## config.mk

```make
export PLATFORM = sky130hd
export DESIGN_NAME = nibble_dp_arbiter
export DESIGN_NICKNAME = d
export VERILOG_FILES = /design/src/rtl/nibble_dp_arbiter.sv
export SDC_FILE = /design/constraint.sdc
export NUM_CORES = 1
export LEC_CHECK = 0
export CAP_MARGIN = 20
export CORE_AREA = 2 2 50 52
export DETAILED_ROUTE_END_ITERATION = 7
export DIE_AREA = 0 0 52 54
export PLACE_DENSITY = 0.75
export SLEW_MARGIN = 10
export SYNTH_ARGS = -nofsm -noshare
export SYNTH_HDL_FRONTEND = slang
export SYNTH_SLANG_ARGS = --single-unit
```

## constraint.sdc

```tcl
create_clock -name clk -period 1.45 [get_ports clk]
set_input_delay 0.3625 -clock clk [delete_from_list [all_inputs] [get_ports clk]]
set_output_delay 0.3625 -clock clk [all_outputs]
set_load 0.02 [all_outputs]
```

## src/rtl/nibble_dp_arbiter.sv

```systemverilog
// Round-robin arbiter that shares one multi-cycle datapath between two requesters,
// waits for done (or a timeout) and returns the result tagged with the requester id.
module nibble_dp_arbiter #(
  parameter int WIDTH   = 4,
  parameter int TIMEOUT = 15
) (
  input  logic             clk,
  input  logic             rst,
  input  logic             req0,
  input  logic [WIDTH-1:0] a0,
  input  logic             req1,
  input  logic [WIDTH-1:0] a1,
  output logic             gnt0,
  output logic             gnt1,
  output logic [WIDTH-1:0] dp_a,
  output logic             dp_start,
  input  logic             dp_done,
  input  logic [WIDTH-1:0] dp_result,
  output logic             rsp_valid,
  output logic             rsp_id,
  output logic [WIDTH-1:0] rsp_data,
  output logic             rsp_err,
  output logic             busy
);

  localparam int TW = $clog2(TIMEOUT + 1);
  localparam logic [TW-1:0] TIMER_LAST = TW'(TIMEOUT - 1);

  typedef enum logic [1:0] {S_IDLE, S_WAIT, S_RESP} state_t;

  state_t           r_state, w_nextState;
  logic             r_rrPtr, w_rrPtr;
  logic             r_owner, w_owner;
  logic [TW-1:0]    r_timer, w_timer;
  logic [WIDTH-1:0] r_dpA, w_dpA;
  logic             r_gnt0, w_gnt0;
  logic             r_gnt1, w_gnt1;
  logic             r_dpStart, w_dpStart;
  logic             r_rspValid, w_rspValid;
  logic             r_rspId, w_rspId;
  logic [WIDTH-1:0] r_rspData, w_rspData;
  logic             r_rspErr, w_rspErr;

  logic w_anyReq;
  logic w_sel;
  logic w_timeout;

  // A lone requester wins outright; on contention the round-robin pointer decides.
  assign w_anyReq  = req0 | req1;
  assign w_sel     = (req0 & req1) ? r_rrPtr : req1;
  assign w_timeout = (r_timer == TIMER_LAST);

  always_ff @(posedge clk) begin
    if (rst) begin
      r_state    <= S_IDLE;
      r_rrPtr    <= 1'b0;
      r_owner    <= 1'b0;
      r_timer    <= '0;
      r_dpA      <= '0;
      r_gnt0     <= 1'b0;
      r_gnt1     <= 1'b0;
      r_dpStart  <= 1'b0;
      r_rspValid <= 1'b0;
      r_rspId    <= 1'b0;
      r_rspData  <= '0;
      r_rspErr   <= 1'b0;
    end else begin
      r_state    <= w_nextState;
      r_rrPtr    <= w_rrPtr;
      r_owner    <= w_owner;
      r_timer    <= w_timer;
      r_dpA      <= w_dpA;
      r_gnt0     <= w_gnt0;
      r_gnt1     <= w_gnt1;
      r_dpStart  <= w_dpStart;
      r_rspValid <= w_rspValid;
      r_rspId    <= w_rspId;
      r_rspData  <= w_rspData;
      r_rspErr   <= w_rspErr;
    end
  end

  always_comb begin
    w_nextState = r_state;
    case (r_state)
      S_IDLE:  if (w_anyReq) w_nextState = S_WAIT;
      S_WAIT:  if (dp_done || w_timeout) w_nextState = S_RESP;
      S_RESP:  w_nextState = S_IDLE;
      default: w_nextState = S_IDLE;
    endcase
  end

  // Next values of the registered outputs; done is checked before the timeout so it wins a tie.
  always_comb begin
    w_rrPtr    = r_rrPtr;
    w_owner    = r_owner;
    w_timer    = r_timer;
    w_dpA      = r_dpA;
    w_gnt0     = 1'b0;
    w_gnt1     = 1'b0;
    w_dpStart  = 1'b0;
    w_rspValid = 1'b0;
    w_rspId    = r_rspId;
    w_rspData  = r_rspData;
    w_rspErr   = r_rspErr;
    case (r_state)
      S_IDLE: begin
        if (w_anyReq) begin
          w_dpA     = w_sel ? a1 : a0;
          w_gnt0    = ~w_sel;
          w_gnt1    = w_sel;
          w_dpStart = 1'b1;
          w_owner   = w_sel;
          w_timer   = '0;
        end
      end
      S_WAIT: begin
        w_timer = r_timer + TW'(1);
        if (dp_done) begin
          w_rspValid = 1'b1;
          w_rspId    = r_owner;
          w_rspData  = dp_result;
          w_rspErr   = 1'b0;
        end else if (w_timeout) begin
          w_rspValid = 1'b1;
          w_rspId    = r_owner;
          w_rspData  = '0;
          w_rspErr   = 1'b1;
        end
      end
      S_RESP: w_rrPtr = ~r_owner;
      default: ;
    endcase
  end

  assign gnt0      = r_gnt0;
  assign gnt1      = r_gnt1;
  assign dp_a      = r_dpA;
  assign dp_start  = r_dpStart;
  assign rsp_valid = r_rspValid;
  assign rsp_id    = r_rspId;
  assign rsp_data  = r_rspData;
  assign rsp_err   = r_rspErr;
  assign busy      = (r_state != S_IDLE);

endmodule

```

* Word level (Yosys, flattened, before mapping) *
Cells that the tools add are included.

cells by class
  bitwise operators = 7
  muxes and demuxes = 16
  reductions and logical operators = 12
  add/sub/neg operators = 1
  eq/ne operators = 5

operator list
  cell                   count
  $mux W4                4
  $mux W1                8
  $pmux W4 S2            1
  $reduce_and A2 Y1      4
  $reduce_bool A2 Y1     3
  $not A1 Y1             5
  $add A4 B1 Y4 const B  1
  $eq A4 B4 Y1 const B   1
  $mux W2                2
  $ne A2 B2 Y1 const B   2
  $pmux W2 S2            1
  $reduce_or A2 Y1       2
  $reduce_or A3 Y1       1
  $eq A2 B1 Y1 const B   1
  $eq A2 B2 Y1 const B   1
  $logic_not A2 Y1       1
  $and A1 B1 Y1          1
  $logic_or A1 B1 Y1     1
  $or A1 B1 Y1           1

storage, ports and cells
  output and inout bits = 15
  word-level logic and storage cells = 53
  register bits after elaboration = 22

* Longest topological paths before layout *
  depth after elaboration = 4
  mapped depth = 5
  mapped depth without buffers = 5

* Least setup slack after synthesis *
Ideal clock, no wire load.

  kind = reg-to-reg
  start point = register r_timer[0]
  end point = register r_rspData[0], in the netlist rsp_data[0]
  path buffers = 0
  period minus slack after synthesis = 1216 ps
  slack = 234 ps
  arrival time = 1145 ps
  stages on the path, launching flop included = 6
  cell sequence = dfxtp_1 -> inv_1 -> ha_1 -> a31oi_2 -> o21ai_1 -> a21oi_1

on the way
  cells in the longest elaborated chain, start to end = 3

RTL lines
  element                              line  source
  start: declaration                   34    logic [TW-1:0] r_timer, w_timer;
  start signal: assignment             71    r_timer <= w_timer;
  $eq A4 B4 Y1                         51    assign w_timeout = (r_timer == TIMER_LAST);
  $reduce_bool A2 Y1 (no source line)  -
  $reduce_and A2 Y1 (no source line)   -
  end signal: assignment               78    r_rspData <= w_rspData;
  end: declaration                     41    logic [WIDTH-1:0] r_rspData, w_rspData;

Every way passes these cells.
A chain may end at the register's enable or synchronous reset.

* Worst setup path after layout *
  start point = register r_dpA[2], in the netlist dp_a[2]
  end point = output port dp_a[2]

RTL lines
  element                   line  source
  start: declaration        35    logic [WIDTH-1:0] r_dpA, w_dpA;
  start signal: assignment  72    r_dpA <= w_dpA;
  end: declaration          15    output logic [WIDTH-1:0] dp_a,

No word-level cell between the ends.

==> out/metrics.csv <==
stage;metric;value;unit
status;status;finished, final reports clean;
yosys;seq_area_frac_synth;0.4770;
yosys;synth_cell_type_count;31;
yosys;avgSynthCellArea;8.879;um2
power;p_leak;0.0005852;uW
cts;cts_tree;done;
yosys;synth-async-reset-ratio;0;
floorplan;pin_count;32;
global_route;grt_usage;0.1800;
sta;period_minus_slack;1383;ps
sta;worstMarginPinSlew;286.3;ps
yosys;synth_edf_count;0;
global_route;grt_max_degree;18;
yosys;synthTopCellsByCount;22 x dfxtp_1, 14 x a21oi_1, 11 x nand3_1;
sta;finalWorstSetupSlack;67.40;ps
setup_path;crit_arrival;1020;ps
routing;first_pass_iters;4;
routing;ant_nets;0;
sta;slew_viol_final;0;
setup_path;path_delay_family;flip-flops;
yosys;yosysMostFrequentCell;dfxtp_1;
global_route;grt_pass1_wl;3.705;mm
yosys;yosysWarnings;0;
cts;clk_pin_slew;140;ps
floorplan;die_height;54;um
place;port_buffers;31;
cts;ctsHoldBuffers;0;
setup_path;critical_path.max_stage_delay;370;ps
sta;fin_setup_tns;0;ps
finish;layout.nets;170;
power;power.total;1452;uW
floorplan;coreArea;0.002320;mm2
cts;cts_buffers;3;
sta;setup_violations;0;
setup_path;path_cells;dlygate4sd2_1;
floorplan;initial_core_util;0.3981;
setup_path;cp_max_fo;2;
routing;drc;0;
routing;vias;932;
sta;hold_slack;482.7;ps
cts;cts-root-buf;clkbuf_4;
routing;totalWireLength;2.357;mm
routing;wl_per_cell;13.09;um
power;p_per_area;1035;mW/mm2
routing;via_per_inst;5.178;
sta;period_share;0.9535;
cts;htree_levels;1;
run;max_cap_viol_count;0;
min_path;min_path_type;flip-flop to flip-flop;
setup_path;path_class;flip-flop to output pin;
yosys;synth_cells;104;
cts;clk_path_buf_depth;2;
sta;rsz0062_at_grt;no;
yosys;synth_flop_cell;dfxtp_1;
yosys;syn_area;923.4;um2
finish;syn_to_final_growth;51.90;%
cts;insertion_delay;310;ps
yosys;synth_area_leaders;dfxtp_1 48%, a21oi_1 7.6%, nand3_1 6.0%, a311oi_1 3.8%, o21ai_1 3.3%;
yosys;yosysTopAreaCell;dfxtp_1;
finish;num_antenna_cells;0;
yosys;synth.top_cell.area_share;0.4770;
yosys;ys_seq_elements;22;
place;place.gp.congestion;0.7858;
finish;drive_above_1_share;0.2067;
yosys;synth_nets;123;
sta;fmax;723.3;MHz
routing;drt_iter0_drc;14;
place;dp_hpwl;1.825;mm
global_route;antenna_found_initial;0;
sta;slew-limit-headroom;0.8090;
floorplan;num_rows;18;
power;vdd_drop_max;0.6271;mV
setup_path;cp-end-kind;output pin;
sta;final-hold-violation-count;0;
sta;fin_skew;16.19;ps
setup_path;r2r_slack;160;ps
cts;cts_sinks;22;
floorplan;dieArea;0.002808;mm2
place;preCtsSetupSlack;-239.9;ps
setup_path;crit_buf_inv;1;
floorplan;die_x;52;um
setup_path;critPathLaunchType;flip-flop;
global_route;grt_remaining_overflow;0;
setup_path;required;1090;ps
setup_path;crit_slowest_cell;dfxtp_1;
global_route;grt_pass1_vias;895;
## cell type report
cell class / count / area [um2]
Fill cell: 214 / 917.1
Multi-Input combinational cell: 73 / 445.4
Sequential cell: 22 / 444.2
Timing Repair Buffer: 47 / 407.9
Tap cell: 30 / 37.54
Clock inverter: 1 / 30.03
Clock buffer: 3 / 22.52
Inverter: 4 / 15.01
## cell families after synthesis
group | after synthesis | synth area share
XOR/XNOR | 1 | 0.009487
buffers and inverters | 9 | 0.04336
flip-flops | 22 | 0.4770
AND/OR/NAND/NOR | 33 | 0.1965
adder cells (fa/ha/maj) | 2 | 0.02710
AO/OA/AOI/OAI | 37 | 0.2466
## cells in the final DEF, fill, tap and decap left out, drive strengths merged
| cell | n |
|---|---|
| dlygate4sd2 | 14 |
| clkbuf | 3 |
| buf | 17 |
| clkdlybuf4s50 | 16 |
| xor2 | 1 |
| or3 | 1 |
| or2 | 1 |
| o31ai | 1 |
| a31o | 1 |
| o211ai | 2 |
| nand3 | 11 |
| ha | 2 |
| inv | 4 |
| nand2 | 3 |
| dfxtp | 22 |
| or4 | 1 |
| nor3 | 3 |
| a311oi | 4 |
| nand3b | 1 |
| nor2 | 5 |
| o21ai | 11 |
| nor2b | 2 |
| bufinv | 1 |
| a211oi | 2 |
| nor4 | 1 |
| a21oi | 15 |
| nand2b | 4 |
| a31oi | 1 |
## metrics by stage
step	util	area (um2)	std cells
global placement	0.5890	1366	176
floorplan	-	923.4	104
detailed placement	0.5890	1366	176
global route	0.6046	1403	180
finish	0.6046	1403	180
CTS	0.6046	1403	180
## path summary, 6_finish.rpt
kind,from,to,cells after the start
setup / recovery,dp_a[2]$_SDFFE_PP0P_,dp_a[2],1
setup reg to reg,r_state[1]$_SDFFE_PP0P_,r_timer[3]$_SDFFE_PP0P_,4
hold / removal,rsp_data[1]$_SDFFE_PP0P_,rsp_data[1]$_SDFFE_PP0P_,2
hold reg to reg,rsp_data[1]$_SDFFE_PP0P_,rsp_data[1]$_SDFFE_PP0P_,2
## power breakdown
part           internal [uW]  total, uW  switching (uW)  leakage (uW)
Combinational            149        314             165      0.000376
Clock                    279        473             194     0.0000279
Sequential               644        665            20.8      0.000181
Total                   1070       1450             380      0.000585
## per-layer routing
layer	GRT usage	share of wire	wire length [um]
met2	0.3186	0.53	1257
met1	0.2186	0.43	1006
met3	0.02222	0.039	93
met4	0.07895	0	0
met5	0	0	0
## flip-flops by register name, summed over array words and instances, names as in the netlist
name and flops:
r_state 2, r_timer 4, rsp_id 1, gnt1 1
dp_a 4, r_rrPtr 1, dp_start 1, r_owner 1
rsp_data 4, rsp_err 1, gnt0 1, rsp_valid 1
## timing repair
item                                    in CTS  in global routing
resized for setup                           17                  5
endpoints found under the hold margin        0                  0
gates cloned                                 0                  0
endpoints found under the setup margin      15                  8
buffers inserted                             0                  0
Note: power is estimated with default switching activity, not from simulation.
==> RTL edit 1 (same flow settings) <==
`r_rspData` no longer has a reset.
--- a/src/rtl/nibble_dp_arbiter.sv
+++ b/src/rtl/nibble_dp_arbiter.sv
@@ -64,3 +64,2 @@
       r_rspId    <= 1'b0;
-      r_rspData  <= '0;
       r_rspErr   <= 1'b0;
@@ -77,5 +76,8 @@
       r_rspId    <= w_rspId;
-      r_rspData  <= w_rspData;
       r_rspErr   <= w_rspErr;
     end
+  end
+
+  always_ff @(posedge clk) begin
+    r_rspData <= w_rspData;
   end
Check against the original RTL: differs if rst is asserted again (counterexample within 4 cycles, from zero or initial values and one cycle with rst high); with rst held inactive, the same outputs for 10 cycles.
==> RTL edit 1 against the unedited design <==
  * Cell area fell by 2.7%
  * Sequential cell count did not move
  * Power fell by 9.7%
  * Wire length fell by 4.8%
  * Non-clock buffer count fell by 3
  * Worst setup slack got worse by 0.0031 ns
  * Synthesized area rose by 0.68%
  * Combinational power fell by 6%
  * Critical path type unchanged
  * Highest routed layer is now met4
==> RTL edit 1: results (changes against the unedited design) <==
| Metric | Value |
|---|---|
| Share of cells above drive strength 1 | 0.1727 (-0.03400) |
| Hold wc startpoint | rsp_err |
| Top Metal Used | met4 |
| WL met3 | 135 um (+45%) |
| Largest net degree at the start of global routing | 17 (-1) |
| Syn nets | 114 (-7.3%) |
| Clock power frac | 0.254 (-0.072) |
| Flop2flop setup slack | 0.10 ns (-0.06 ns) |
| VDD IR max | 0.6148 mV (-2.0%) |
| Dpl cell area | 1350 um2 (-1.2%) |
| Post-synthesis instance total | 95 (-8.7%) |
| Seq/Total Area, Yosys | 0.5168 (+0.03986) |
| Final min period | 1.386 ns (+0.003057 ns) |
| Slew HR | 0.7360 (-0.07292) |
| Worst reg2reg path endpoint | rsp_data[2] |
| Via count | 846 (-9.2%) |
| Via count of the first global-routing pass | 876 (-2.1%) |
| Via-per-instance ratio | 5.006 (-3.3%) |
| Skew final | 0.005610 ns (-0.01058 ns) |
| Most frequent cells after synthesis | 18 x dfxtp_1, 12 x a21oi_1, 7 x o21ai_0 |
| GRT Overall Usage | 0.1798 (-0.0002247) |
| Wl on met1 | 975 um (-3.1%) |
| Post_cts resized | 19 (+2) |
| Status | finished, final reports clean |
| Setup crit start | dp_a[0] |
| Iter 0 DRT Violations | 12 (-2) |
| Crit path capture | dp_a[0] |
| Static Leakage | 0.5762 nW (-1.5%) |
| Place WS | -0.2649 ns (-0.02502 ns) |
| First-pass GRT wire length | 3581 um (-3.3%) |
| Met2 WL | 1116 um (-11%) |
| Met3 usage | 0.05000 (+0.02778) |
-- RTL edit 1: cell types whose count changed after synthesis, sizes merged, moves of 2 or more --
cell	change
nand3	-6
and2	+4
dfxtp	-4
edfxtp	+4
o21ai	-4
a21oi	-3
clkbuf	-2
-- RTL edit 1: layout make-up --
| class | instances | area (um2) | share of cell area |
|---|---|---|---|
| flip-flops and latches | 22 | 481.7 | 0.3529 |
| inverters | 4 | 15.01 | 0.01100 |
| clock buffers | 4 | 36.28 | 0.02658 |
| multi-input cells | 65 | 409.1 | 0.2997 |
| repair buffers | 44 | 385.4 | 0.2823 |
| well taps | 30 | 37.54 | 0.02750 |
-- RTL edit 1: logic make-up (layout without fill, tap and decap cells) --
group,Yosys count,count (layout),share of synthesized area
buffers and inverters,8,52,0.04306
muxes,1,1,0.01615
AOI/OAI and AO/OA,28,28,0.1790
xor gates and xnor gates,1,1,0.009423
adders and majority gates,2,2,0.02691
and+or+nand+nor,33,33,0.2086
DFF,22,22,0.5168
==> RTL edit 2 (config.mk and constraints unchanged) <==
Without the edit above. `TIMEOUT`: 15 -> 16.
--- a/src/rtl/nibble_dp_arbiter.sv
+++ b/src/rtl/nibble_dp_arbiter.sv
@@ -4,3 +4,3 @@
   parameter int WIDTH   = 4,
-  parameter int TIMEOUT = 15
+  parameter int TIMEOUT = 16
 ) (
Behaviour: no difference found for any inputs over 10 cycles, from zero or initial values and one cycle with rst high; that may be too few to reach the edited logic, so the function may still have changed.
==> RTL edit 2 against the unedited design <==
  * Wire length is 1.4% lower
  * Power down 11%
  * Synthesized area grew 5.7%
  * Final cell count increased by 1.7%
  * Sequential cell count rose by 1
  * Worst setup slack got worse by 0.0083 ns
  * Sequential share of layout area about the same
  * Cell area is 4.4% higher
  * Critical path type is now flip-flop to flip-flop
  * Critical endpoint is now rsp_data[3]
  * Highest routed layer is now met4
==> RTL edit 2: results (changes against the unedited design) <==
| Metric | Value |
|---|---|
| VDD IR max | 0.5727 mV (-8.7%) |
| Detail Route Antenna Nets | 0 (unchanged) |
| Most frequent cells after synthesis | 23 x dfxtp_1, 16 x a21oi_1, 11 x nand3_1 |
| Static Leakage | 0.5787 nW (-1.1%) |
| Power Internal | 0.0009208 W (-14%) |
| Prevailing post-synth register cell | dfxtp_1 |
| Iter 0 DRT Violations | 12 (-2) |
| Via count of the first global-routing pass | 859 (-4.0%) |
| Placed cells | 179 (+1.7%) |
| Max FFs per register | 5 |
| Top post-synthesis cells by area | dfxtp_1 47%, a21oi_1 8.2%, nand3_1 5.6% |
| CP arrival | 1.64 ns (+0.62 ns) |
| Nets | 173 (+1.8%) |
| Seq/Total Area, Yosys | 0.4718 (-0.005170) |
| Final GP Congestion | 0.8039 (+2.3%) |
| DR pass1 iterations | 4 (unchanged) |
| Total CTS buffers | 3 (unchanged) |
| H-tree levels | 1 (unchanged) |
| GRT Overall Usage | 0.1736 (-0.006368) |
| Largest net degree at the start of global routing | 18 (unchanged) |
| Distinct cell type count after synthesis | 31 (unchanged) |
| DP HPWL | 1699 um (-6.9%) |
| Status | finished, final reports clean |
| Routed wire length per instance | 12.69 um (-3.1%) |
| CP max-delay cell | dfxtp_2 |
| Post-synthesis instance total | 109 (+4.8%) |
| Slew HR | 0.8225 (+0.01354) |
| Largest delay share family, worst path | flip-flops |
| Yosys warns | 0 (unchanged) |
| Critical path's largest stage delay | 0.36 ns |
| Skew final | 0.002948 ns (-0.01325 ns) |
| Cells on Worst Hold Path | 2 (unchanged) |
| Clock transition at path regs | 0.12 ns (-0.02 ns) |
| Filler cell count | 221 (+3.3%) |
| Initial antenna violation count | 0 (unchanged) |
| WL final | 2323 um (-1.4%) |
| Top reg by flops | r_timer |
| Clock root cell | clkbuf_4 |
| Syn nets | 128 (+4.1%) |
| First-pass GRT wire length | 3553 um (-4.1%) |
| Via count | 979 (+5.0%) |
| Share of cells above drive strength 1 | 0.2092 (+0.002484) |
| Area grow syn2layout | 50.00% |
| R2r worst-path depth | 7 (+3) |
| Buffers added on ports | 31 (unchanged) |
| Worst Hold Class | flip-flop to flip-flop |
| Crit-path max FO | 4 (+2) |
| Later-pin clock latency in the skew report | 0.31 ns (about the same) |
| Asr flop ratio synth | 0 (unchanged) |
==> RTL edit 2: metal layers <==
metal,share of wire,vias up,global-route usage,wire length [um]
met2,0.48,37,0.3038,1115
met5,0,-,0,0
met1,0.44,443,0.2020,1016
met3,0.066,3,0.03056,153
met4,0.016,0,0.09211,38
li1,-,496,-,-
==> RTL edit 2: path summary, 6_finish.rpt <==
path | start | slack, ns | end
hold / removal | rsp_data[0] | 0.48 | rsp_data[0]
hold reg to reg | rsp_data[0] | 0.48 | rsp_data[0]
setup / recovery | r_timer[0] | 0.06 | rsp_data[3]
setup reg to reg | r_timer[0] | 0.06 | rsp_data[3]
==> RTL edit 2: area by class of cell <==
type                            count  area [um2]  share of cell area
Multi-Input combinational cell     77       506.7              0.3462
Sequential cell                    23       464.2              0.3171
Timing Repair Buffer               45       412.9              0.2821
Tap cell                           30       37.54             0.02564
Clock buffer                        3       22.52             0.01538
Inverter                            4       15.01             0.01026
Clock inverter                      1       5.005            0.003419
==> RTL edit 2: metrics by stage <==
stage / hold slack, ns / utilization / setup slack [ns] / total power, W / instance area (um2)
6_report: 0.4804 / 0.6311 / 0.05911 / 0.001295 / 1464
5_1_grt: 0.5098 / 0.6311 / 0.008547 / 0.001359 / 1464
4_1_cts: 0.4839 / 0.6165 / -0.001985 / 0.001309 / 1430
3_5_place_dp: 0.4686 / 0.6090 / -0.1815 / 0.001028 / 1413
3_3_place_gp: 0.4625 / 0.6090 / -0.07999 / 0.001020 / 1413
2_1_floorplan: 0.4346 / - / 0.03961 / 0.0008623 / 978.4
==> RTL edit 2: power by group through the flow <==
stage | sequential [W] | clock, W | combinational [W]
final | 0.000691 | 0.000296 | 0.000307
after detailed placement | 0.000702 | 0 | 0.000326
after global placement | 0.000701 | 0 | 0.000319
after CTS | 0.000689 | 0.000312 | 0.000308
after floorplan | 0.000734 | 0 | 0.000129
after global routing | 0.000695 | 0.000327 | 0.000338
==> RTL edit 2: what timing repair did <==
action                                  4_1_cts  5_1_grt
gates resized for setup                      22        7
endpoints found under the setup margin       20        5
buffers inserted                              0        0
pin swaps                                     1        4
==> RTL edit 2: tightest hold or removal path, cell delays in order, from the launching register on <==
cell and delay (ns):
dfxtp_1 0.33, o21ai_1 0.06, a21oi_1 0.06
==> RTL edit 2: kinds of logic (layout without fill, tap and decap cells) <==
group,count (synthesis),in the layout,share of synthesized area
fa+ha+maj,2,2,0.02564
compound gates,40,40,0.2462
buf+inv,9,53,0.04743
flops,23,23,0.4718
simple gates,35,35,0.2090
